===== src/rtl/seven_segment_pkg.sv =====
// Shared glyph constants, hex table and status-code type for the seven-segment scanner.
// Purely declarative; no latency.
// No flow control here; consumers decide when glyphs are sampled.
package seven_segment_pkg;

    // Per-digit status codes as presented on the status input (2 bits per digit)
    typedef enum logic [1:0] {
        HEX   = 2'b00,
        UNDEF = 2'b01,
        HIGHZ = 2'b10
    } seg_status_t;

    // Segment order is g..a, active-low
    localparam logic [6:0] GLYPH_H     = 7'b0001001;
    localparam logic [6:0] GLYPH_U     = 7'b1000001;
    localparam logic [6:0] GLYPH_BLANK = 7'h7F;

    localparam logic [6:0] HEX_GLYPH [16] = '{
        7'h40, 7'h79, 7'h24, 7'h30, 7'h19, 7'h12, 7'h02, 7'h78,
        7'h00, 7'h10, 7'h08, 7'h03, 7'h46, 7'h21, 7'h06, 7'h0E
    };

    // Code 1x means high impedance regardless of the low bit, so H outranks U
    function automatic seg_status_t status_class(input logic [1:0] code);
        if (code[1]) begin
            return HIGHZ;
        end else if (code[0]) begin
            return UNDEF;
        end
        return HEX;
    endfunction

endpackage


===== src/rtl/seg_glyph_decode.sv =====
// Nibble + status code to active-low seven-segment glyph (H > U > hex).
// Latency: combinational, zero cycles.
// No flow control; output follows inputs.
module seg_glyph_decode
    import seven_segment_pkg::*;
(
    input  logic [3:0] i_nibble,
    input  logic [1:0] i_status,
    output logic [6:0] o_glyph
);

    // Status override takes priority over the hex table lookup
    always_comb begin
        o_glyph = HEX_GLYPH[i_nibble];
        case (status_class(i_status))
            HIGHZ:   o_glyph = GLYPH_H;
            UNDEF:   o_glyph = GLYPH_U;
            default: o_glyph = HEX_GLYPH[i_nibble];
        endcase
    end

endmodule


===== src/rtl/seven_segment_scan.sv =====
// Time-multiplexed N-digit common-anode display driver with shadow word promoted at frame boundaries.
// Latency: seg/an registered one cycle behind prescaler/index; loaded data shows from the next frame start.
// Backpressure: load_ready low while a shadow word is pending; option SEVEN_SEGMENT_SCAN_LZB_EN adds leading-zero blanking.
module seven_segment_scan
    import seven_segment_pkg::*;
#(
    parameter int N_DIGITS = 4,
    parameter int SCAN_DIV = 1024
) (
    input  logic                    clk,
    input  logic                    rst,
    input  logic                    load_valid,
    output logic                    load_ready,
    input  logic [4*N_DIGITS-1:0]   value,
    input  logic [2*N_DIGITS-1:0]   status,
    output logic [6:0]              seg,
    output logic [N_DIGITS-1:0]     an,
    output logic                    frame_start
);

    localparam int CW = $clog2(SCAN_DIV);
    localparam int DW = (N_DIGITS == 1) ? 1 : $clog2(N_DIGITS);

    logic [CW-1:0]          r_presc;
    logic [DW-1:0]          r_digit;
    logic [4*N_DIGITS-1:0]  r_disp_val;
    logic [2*N_DIGITS-1:0]  r_disp_st;
    logic [4*N_DIGITS-1:0]  r_shad_val;
    logic [2*N_DIGITS-1:0]  r_shad_st;
    logic                   r_pending;
    logic                   r_frame_start;
    logic [6:0]             r_seg;
    logic [N_DIGITS-1:0]    r_an;

    logic                   w_tick;
    logic                   w_last_digit;
    logic                   w_boundary;
    logic                   w_xfer;
    logic [3:0]             w_nibble;
    logic [1:0]             w_status;
    logic [6:0]             w_glyph;
    logic                   w_blank;
    logic [6:0]             w_seg_next;
    logic [N_DIGITS-1:0]    w_an_lit;

    assign w_tick       = (r_presc == CW'(SCAN_DIV - 1));
    assign w_last_digit = (r_digit == DW'(N_DIGITS - 1));
    assign w_boundary   = w_tick && w_last_digit;
    assign w_xfer       = load_valid && !r_pending;

    assign load_ready   = !r_pending;
    assign frame_start  = r_frame_start;
    assign seg          = r_seg;
    assign an           = r_an;

    // Select the digit currently being scanned from the displayed word
    assign w_nibble = r_disp_val[4*r_digit +: 4];
    assign w_status = r_disp_st[2*r_digit +: 2];
    assign w_an_lit = ~(N_DIGITS'(1) << r_digit);

    seg_glyph_decode u_decode (
        .i_nibble (w_nibble),
        .i_status (w_status),
        .o_glyph  (w_glyph)
    );

`ifdef SEVEN_SEGMENT_SCAN_LZB_EN
    logic [N_DIGITS-1:0] w_lead_zero;
    logic                w_run;

    // Walk down from the top digit; a digit is a leading zero while every digit above it is too
    always_comb begin
        w_lead_zero = '0;
        w_run       = 1'b1;
        for (int i = N_DIGITS - 1; i >= 0; i--) begin
            w_run          = w_run && (r_disp_val[4*i +: 4] == 4'h0) && (r_disp_st[2*i +: 2] == 2'b00);
            w_lead_zero[i] = w_run;
        end
    end

    // Digit 0 always shows something so an all-zero word still reads as 0
    assign w_blank = w_lead_zero[r_digit] && (r_digit != '0);
`else
    assign w_blank = 1'b0;
`endif

    assign w_seg_next = w_blank ? GLYPH_BLANK : w_glyph;

    // Prescaler counts out each digit slot; digit index steps on the last cycle of a slot
    always_ff @(posedge clk or posedge rst) begin
        if (rst) begin
            r_presc <= '0;
            r_digit <= '0;
        end else if (w_tick) begin
            r_presc <= '0;
            r_digit <= w_last_digit ? '0 : r_digit + 1'b1;
        end else begin
            r_presc <= r_presc + 1'b1;
        end
    end

    // Shadow load on handshake; promotion to the display only on a frame boundary so frames never mix words
    always_ff @(posedge clk or posedge rst) begin
        if (rst) begin
            r_disp_val <= '0;
            r_disp_st  <= '0;
            r_shad_val <= '0;
            r_shad_st  <= '0;
            r_pending  <= 1'b0;
        end else if (w_xfer) begin
            // Only possible when nothing is pending, so there is nothing to promote this cycle
            r_shad_val <= value;
            r_shad_st  <= status;
            r_pending  <= 1'b1;
        end else if (w_boundary && r_pending) begin
            r_disp_val <= r_shad_val;
            r_disp_st  <= r_shad_st;
            r_pending  <= 1'b0;
        end
    end

    // Registered drive: blank the bank for the first cycle of each slot to avoid ghosting between digits
    always_ff @(posedge clk or posedge rst) begin
        if (rst) begin
            r_frame_start <= 1'b0;
            r_seg         <= GLYPH_BLANK;
            r_an          <= '1;
        end else begin
            r_frame_start <= w_boundary;
            if (r_presc == '0) begin
                r_seg <= GLYPH_BLANK;
                r_an  <= '1;
            end else begin
                r_seg <= w_seg_next;
                r_an  <= w_an_lit;
            end
        end
    end

endmodule

===== config.mk =====
export PLATFORM = sky130hd
export DESIGN_NAME = seven_segment_scan
export DESIGN_NICKNAME = d
export VERILOG_FILES = /design/src/rtl/seven_segment_pkg.sv /design/src/rtl/seg_glyph_decode.sv /design/src/rtl/seven_segment_scan.sv
export SDC_FILE = /design/constraint.sdc
export NUM_CORES = 1
export LEC_CHECK = 0
export ABC_AREA = 0
export CAP_MARGIN = 10
export CORE_UTILIZATION = 30
export CTS_BUF_LIST = sky130_fd_sc_hd__clkbuf_8
export CTS_CLUSTER_SIZE = 16
export DETAILED_ROUTE_END_ITERATION = 6
export GPL_TIMING_DRIVEN = 0
export SLEW_MARGIN = 5
export SYNTH_ARGS = -nofsm -noshare
export SYNTH_HDL_FRONTEND = slang
export SYNTH_HIERARCHICAL = 1
export SYNTH_SLANG_ARGS = --single-unit

===== constraint.sdc =====
create_clock -name clk -period 3.11 [get_ports clk]
set_input_delay 0.7775 -clock clk [delete_from_list [all_inputs] [get_ports clk]]
set_output_delay 0.7775 -clock clk [all_outputs]
set_load 0.02 [all_outputs]

==> qor.tcl, run 1 <==
set qor(holdCritPathClass) {reg2reg}
set qor(most_frequent_cells_after_synthesis) {sky130_fd_sc_hd__dfrtp_1 (62), sky130_fd_sc_hd__mux2_2 (31), sky130_fd_sc_hd__mux2_4 (20)}
set qor(ctsHoldBuffers) 0
set qor(highest_clock_rate_mhz) 406.9
set qor(reg2reg_depth) 8
set qor(slew_headroom_pct) 66.95
set qor(crit_type) {reg2reg}
set qor(worstPathArrival_ns) 2.74
set qor(syn_inst_count) 238
set qor(synth_simple_gate_area_share_pct) 9.206
set qor(power.static_leakage_nw) 1.903
set qor(yosysWarnings) 6
set qor(most_used_flip_flop_cell_after_synthesis) {sky130_fd_sc_hd__dfrtp_1}
set qor(top_level_port_count) 40
set qor(endpoint_kind) {flip-flop}
set qor(drv.max_cap_violation_count) 0
set qor(tightestPinTransition_ns) 0.4958
set qor(final.min_clock_period_ns) 2.458
set qor(cpPeakStageDelay_ns) 0.62
set qor(gpl.final_weighted_congestion) 0.7325
set qor(cts-buffers-inserted) 9
set qor(cts_setup_buffers) 0
set qor(postSynthRegisterBits) 73
set qor(fin_total_pwr_mw) 2.021
set qor(antenna_found_initial) 0
set qor(tritoncts_clock_tree) {done}
set qor(placedCellCount) 418
set qor(stdcell_count) 434
set qor(drc) 0
set qor(netlist_area_pre_place_sq_um) 3371
set qor(synth-edff-count) 0
set qor(total_die_area_sq_um) 11660
set qor(drtPass1Iterations) 4
set qor(worst_path_max_delay_cell) {sky130_fd_sc_hd__mux4_2}
set qor(numClockSinks) 73
set qor(place.port_buffers) 39
set qor(syn_nets) 277
set qor(grt_overflow_total) 0
set qor(yosysMostFrequentCell) {sky130_fd_sc_hd__dfrtp_1}
set qor(initial_utilization_pct) 30.96
set qor(n_antenna_cell) 0
set qor(vias_in_the_first_global_route) 1995
set qor(instance_area_at_placement_sq_um) 3966
set qor(synth_top_area_cell) {sky130_fd_sc_hd__dfrtp_1}
set qor(worst_hold_path_stage_count) 1
set qor(hold_end) {r_presc[8]$_DFF_PP0_}
set qor(post-synth-top-area-fraction_pct) 46.03
set qor(core_region_area_sq_um) 10890
set qor(synth-seq-area-share_pct) 54.60
set qor(post-place-ws_ns) 0.6055
set qor(r2r_end) {seg[3]$_DFF_PP1_}
set qor(ctsResizeCount) 0
set qor(top_post_synthesis_cells_by_area) {sky130_fd_sc_hd__dfrtp_1 (46%), sky130_fd_sc_hd__mux2_2 (10%), sky130_fd_sc_hd__mux2_4 (8.9%), sky130_fd_sc_hd__dfstp_2 (8.6%), sky130_fd_sc_hd__ha_1 (4.5%)}
set qor(max-clock-path-buffers) 2
set qor(post_route_cells_drive_above_1_share_pct) 33.33
set qor(min_from) {r_presc[8]$_DFF_PP0_}
set qor(cts-root-buf) {sky130_fd_sc_hd__clkbuf_8}
set qor(fraction_of_synthesized_cell_area_in_xor_and_xnor_cells_pct) 1.299
set qor(drt-initial-drc-count) 69
set qor(power-per-cell-area_nw_per_um2) 479.2
set qor(filler_cell_count) 1063
set qor(layout.nets) 328
set qor(largest_family_of_logic_cells_by_synthesized_area) {multiplexers}
set qor(unrepaired_setup_endpoints_after_global_routing) {false}
set qor(worstSkewPairLatency_ns) 0.35
set qor(compound_gate_fraction_of_synth_area_pct) 3.304
set qor(setup_violations) 0
set qor(result_of_the_run) {completed}
set qor(vias) 1972
set qor(yosys.cell_types.count) 43
set qor(wl_met1_um) 2860
set qor(finClkSkew_ns) 0.01142
set qor(die_h_um) 108
set qor(report.final.slew_viol_count) 0
set qor(crit_chain) {buf_2 -> mux4_2 -> inv_1 -> ha_1 -> and2b_1 -> nor4b_1 -> or3_1 -> nand2b_1}
set qor(start_kind) {flip-flop}
set qor(period_utilisation_layout_pct) 79.03
set qor(postLayoutCellArea_sq_um) 4218
set qor(cts_htree_levels) 3
set qor(ir_worst_vdd_mv) 0.2361
set qor(row_count) 38
set qor(hpwl_um) 4262
set qor(routedWlPerCell_um) 13.78
set qor(cp_max_fo) 9
set qor(drt.antenna.violating_nets) 0
set qor(grt_use_total_pct) 11.51
set qor(die_x_um) 108
set qor(top_layer) {met4}
set qor(avgSynthCellArea_sq_um) 14.16
set qor(number_of_vias_per_cell) 4.544
set qor(grt_first_pass_wirelength_um) 10070
set qor(clkTransAtPathRegs_ns) 0.08
set qor(routed-wl-met3_um) 257
set qor(timing_hold_violations_final) 0
set qor(fin_tns_setup_ns) 0
set qor(required_ns) 3.39
set qor(final.setup.worst_slack_ns) 0.6521
set qor(regToRegStartpoint) {r_digit[0]$_DFFE_PP0N_}
set qor(r2r_setup_slack_ns) 0.65
set qor(dr_wl_met2_um) 2795
set qor(multiplexer_share_of_the_synthesized_area_pct) 24.16
set qor(async_set_reset_flop_share_out_of_synthesis_pct) 100.0
set qor(grt_max_degree) 53
set qor(synthesized_area_fraction_occupied_by_adder_cells_pct) 4.454
set qor(detail_route.wirelength_um) 5979
set qor(syn2layout_area_growth_pct) 25.13
[worst max-delay path, delay by kind of cell (launching register included)]
kind | cells | cell delay, ns
DFF | 1 | 0.37
and+or+nand+nor | 4 | 0.69
adders and majority gates | 1 | 0.25
buffers and inverters | 2 | 0.46
muxes | 1 | 0.62
[worst max path at each step]
stage / from / slack [ns] / endpoint
finish: r_digit[0]$_DFFE_PP0N_ / 0.65 / seg[3]$_DFF_PP1_
global route: r_digit[0]$_DFFE_PP0N_ / 0.45 / seg[3]$_DFF_PP1_
CTS: r_digit[0]$_DFFE_PP0N_ / 0.63 / seg[3]$_DFF_PP1_
detailed placement: load_valid / 0.61 / r_shad_val[10]$_DFFE_PP0P_
global placement: rst / -0.68 / r_shad_val[7]$_DFFE_PP0P_
floorplan: rst / 0.50 / frame_start$_DFF_PP0_
[area by class of cell]
cell class / instances / area [sq um] / area share (%)
sequential: 73 / 1841 / 43.64
multi-input combinational: 146 / 1430 / 33.91
timing repair buffer: 40 / 417.9 / 9.908
tap: 140 / 175.2 / 4.153
clock buffer: 10 / 137.6 / 3.263
clock inverter: 6 / 113.9 / 2.699
buffer: 11 / 70.07 / 1.661
inverter: 8 / 32.53 / 0.7713
[metal layers]
metal  track usage [%]  vias to the layer above
li1                  -                      942
met1             14.74                      982
met2             18.33                       43
met3             4.099                        5
met4             3.229                        0
met5                 0                        -
[power by group]
part / total, mW / switching [mW] / internal [mW]
Sequential: 1.01 / 0.0213 / 0.990
Combinational: 0.0942 / 0.0320 / 0.0622
Clock: 0.916 / 0.358 / 0.557
Total: 2.02 / 0.412 / 1.61
[logic make-up after synthesis]
kind of cell,after synthesis
xor gates and xnor gates,5
muxes,60
DFF,73
adders and majority gates,12
AOI/OAI and AO/OA,16
and+or+nand+nor,53
buffers and inverters,19
[per-stage QoR]
stage | hold WS [ns] | util, %
6_report | 0.5021 | 38.74
5_1_grt | 0.5227 | 38.74
4_1_cts | 0.5007 | 38.74
3_5_place_dp | 0.4896 | 36.43
3_3_place_gp | 0.4847 | 36.15
2_1_floorplan | 0.4603 | -
[flip-flops by register name, indices dropped and copies added (netlist names)]
signal	count
r_presc	10
r_shad_val	16
seg	7
r_disp_val	16
an	4
r_pending	1
r_shad_st	8
frame_start	1
r_digit	2
r_disp_st	8
[cells in the final DEF (no fill, tap or decap), types with 3 or more instances in the layout]
cell and n:
sky130_fd_sc_hd__buf_2 5, sky130_fd_sc_hd__clkbuf_1 3, sky130_fd_sc_hd__dfrtp_1 62, sky130_fd_sc_hd__ha_1 12, sky130_fd_sc_hd__nor2b_1 5, sky130_fd_sc_hd__bufinv_16 3
sky130_fd_sc_hd__nand2_1 7, sky130_fd_sc_hd__mux4_2 6, sky130_fd_sc_hd__nand3_1 4, sky130_fd_sc_hd__o21ai_0 3, sky130_fd_sc_hd__a21oi_1 3, sky130_fd_sc_hd__buf_6 3
sky130_fd_sc_hd__nand2b_1 7, sky130_fd_sc_hd__mux2_4 20, sky130_fd_sc_hd__clkdlybuf4s50_1 39, sky130_fd_sc_hd__nor2_1 11, sky130_fd_sc_hd__xnor2_1 3, sky130_fd_sc_hd__clkbuf_8 10
sky130_fd_sc_hd__inv_1 7, sky130_fd_sc_hd__mux2_2 31, sky130_fd_sc_hd__mux2i_1 3, sky130_fd_sc_hd__dfstp_2 11
(Power assumes the default switching activity.)
==> run 2: changes to the inputs <==
Clock period 3.11 ns to 2.4 ns, I/O delays scaled along.
==> run 2 against run 1 <==
Utilization is 0.36 points higher; hold slack worse by 0.0058 ns; worst setup slack worse by 0.51 ns; sequential power is 30% higher; count of clock-buffer cells in the layout unchanged; sequential share of layout area down 0.40 points; power up 30%.
==> qor.tcl, run 2 (synthesized netlist as in run 1, its figures left out) <==
set qor(required_ns) 2.69
set qor(timing_hold_violations_final) 0
set qor(vias_in_the_first_global_route) 1938
set qor(drt-initial-drc-count) 32
set qor(highest_clock_rate_mhz) 442.7
set qor(worst_path_dominant_cell_family) {simple AND/OR/NAND/NOR gates}
set qor(r2r_end) {seg[3]$_DFF_PP1_}
set qor(final_common_cell) {sky130_fd_sc_hd__dfrtp_1}
set qor(slew_headroom_pct) 60.64
set qor(cts-buffers-inserted) 9
set qor(detail_route.wirelength_um) 5946
set qor(multi_input_area_sq_um) 1430
set qor(grt_use_total_pct) 11.66
set qor(ctsHoldBuffers) 0
set qor(fin_tns_setup_ns) 0
set qor(layout.nets) 330
set qor(filler_cell_count) 1025
set qor(crit_type) {reg2reg}
set qor(routedWlPerCell_um) 13.64
set qor(drt.antenna.violating_nets) 0
set qor(syn2layout_area_growth_pct) 26.28
set qor(hold_end) {r_presc[8]$_DFF_PP0_}
set qor(number_of_vias_per_cell) 4.477
set qor(worst_path_max_delay_cell) {sky130_fd_sc_hd__mux4_2}
set qor(worstPathArrival_ns) 2.55
set qor(start_kind) {flip-flop}
set qor(post_route_cells_drive_above_1_share_pct) 34.46
set qor(worstSkewPairLatency_ns) 0.36
set qor(final.min_clock_period_ns) 2.259
set qor(max-clock-path-buffers) 2
set qor(layout.area.seq_sq_um) 1841
set qor(r2r_setup_slack_ns) 0.14
set qor(grt_max_degree) 29
set qor(result_of_the_run) {completed}
set qor(gpl.final_weighted_congestion) 0.7540
set qor(setup_violations) 0
set qor(place.port_buffers) 39
set qor(clkTransAtPathRegs_ns) 0.08
set qor(post-place-ws_ns) -0.02815
set qor(top_regs) {r_disp_val (16), r_shad_val (16), r_presc (10)}
set qor(tritoncts_clock_tree) {done}
set qor(cp.buffers_inverters) 2
set qor(drc) 0
set qor(regToRegStartpoint) {r_digit[0]$_DFFE_PP0N_}
set qor(core_region_area_sq_um) 10890
set qor(initial_utilization_pct) 30.96
set qor(cp_max_fo) 9
set qor(final.setup.worst_slack_ns) 0.1413
set qor(top_level_port_count) 40
set qor(grt_first_pass_wirelength_um) 10130
set qor(holdCritPathClass) {reg2reg}
set qor(die_x_um) 108
set qor(cts_htree_levels) 3
set qor(antenna_found_initial) 0
set qor(min_from) {r_presc[8]$_DFF_PP0_}
set qor(crit_chain) {buf_6 -> mux4_2 -> inv_2 -> ha_1 -> and2b_1 -> nor4b_1 -> or3_1 -> nand2b_1}
set qor(unrepaired_setup_endpoints_after_global_routing) {false}
set qor(row_count) 38
set qor(ir_worst_vdd_mv) 0.3061
set qor(period_utilisation_layout_pct) 94.11
set qor(cts-root-buf) {sky130_fd_sc_hd__clkbuf_8}
set qor(numClockSinks) 73
set qor(report.final.slew_viol_count) 0
set qor(n_antenna_cell) 0
set qor(vias) 1952
set qor(grt_overflow_total) 0
set qor(die_h_um) 108
set qor(total_die_area_sq_um) 11660
set qor(reg2reg_depth) 8
set qor(worst_hold_path_stage_count) 1
set qor(drv.max_cap_violation_count) 0
set qor(cpPeakStageDelay_ns) 0.59
set qor(tightestPinTransition_ns) 0.5892
set qor(mostFrequentLayoutCells) {sky130_fd_sc_hd__dfrtp_1 (62), sky130_fd_sc_hd__clkdlybuf4s50_1 (39), sky130_fd_sc_hd__mux2_2 (31)}
set qor(finClkSkew_ns) 0.01140
set qor(power.static_leakage_nw) 1.919
set qor(drtPass1Iterations) 4
set qor(cp_num_cells) 8
set qor(hpwl_um) 4289
set qor(power-per-cell-area_nw_per_um2) 618.5
set qor(endpoint_kind) {flip-flop}
==> run 2: cell type report <==
type | count | share of cell area [%]
Timing Repair Buffer | 43 | 10.64
Clock buffer | 10 | 3.233
Sequential cell | 73 | 43.24
Clock inverter | 6 | 2.675
Inverter | 8 | 0.7937
Multi-Input combinational cell | 146 | 33.60
Tap cell | 140 | 4.115
Buffer | 10 | 1.705
==> run 2: metrics by stage <==
step	hold WS, ns	util, %	instance area (sq um)	power [mW]	std cells
finish	0.4963	39.09	4257	2.633	436
global route	0.5239	39.09	4257	2.745	436
CTS	0.4997	38.92	4238	2.679	434
detailed placement	0.4893	36.62	3988	1.465	419
global placement	0.4841	36.19	3940	1.451	417
floorplan	0.4603	-	3374	1.389	238
==> run 2: how the worst max path moves through the flow <==
stage,end,slack (ns),start
final,seg[3]$_DFF_PP1_,0.14,r_digit[0]$_DFFE_PP0N_
after floorplan,seg[3]$_DFF_PP1_,0.21,r_digit[0]$_DFFE_PP0N_
after global routing,seg[3]$_DFF_PP1_,0.01,r_digit[0]$_DFFE_PP0N_
after CTS,seg[3]$_DFF_PP1_,0.03,r_digit[0]$_DFFE_PP0N_
after global placement,seg[3]$_DFF_PP1_,-0.04,r_digit[0]$_DFFE_PP0N_
after detailed placement,seg[3]$_DFF_PP1_,-0.03,r_digit[0]$_DFFE_PP0N_
==> run 2: worst reg2reg max path: cells and delay by family (launching register included) <==
| family | cells | cell delay (ns) |
|---|---|---|
| simple gates | 4 | 0.66 |
| mux | 1 | 0.60 |
| flops | 1 | 0.40 |
| buf+inv | 2 | 0.31 |
| fa+ha+maj | 1 | 0.22 |
==> run 2: power breakdown <==
group          total [mW]  switching (mW)  internal, mW
clock                1.20           0.475         0.722
sequential           1.31          0.0274          1.28
combinational       0.126          0.0425        0.0837
total                2.63           0.544          2.09
==> run 2: layer usage <==
metal | part of all wire, % | track usage (%) | up-vias
li1 | - | - | 944
met1 | 47 | 15.21 | 955
met2 | 47 | 17.70 | 41
met3 | 4.3 | 3.797 | 12
met4 | 1.6 | 4.990 | 0
met5 | 0 | 0 | -
==> run 2: timing repair <==
item                                    4_1_cts  5_1_grt
setup buffers                                 0        2
endpoints found under the setup margin        4        4
resized for setup                             1        2
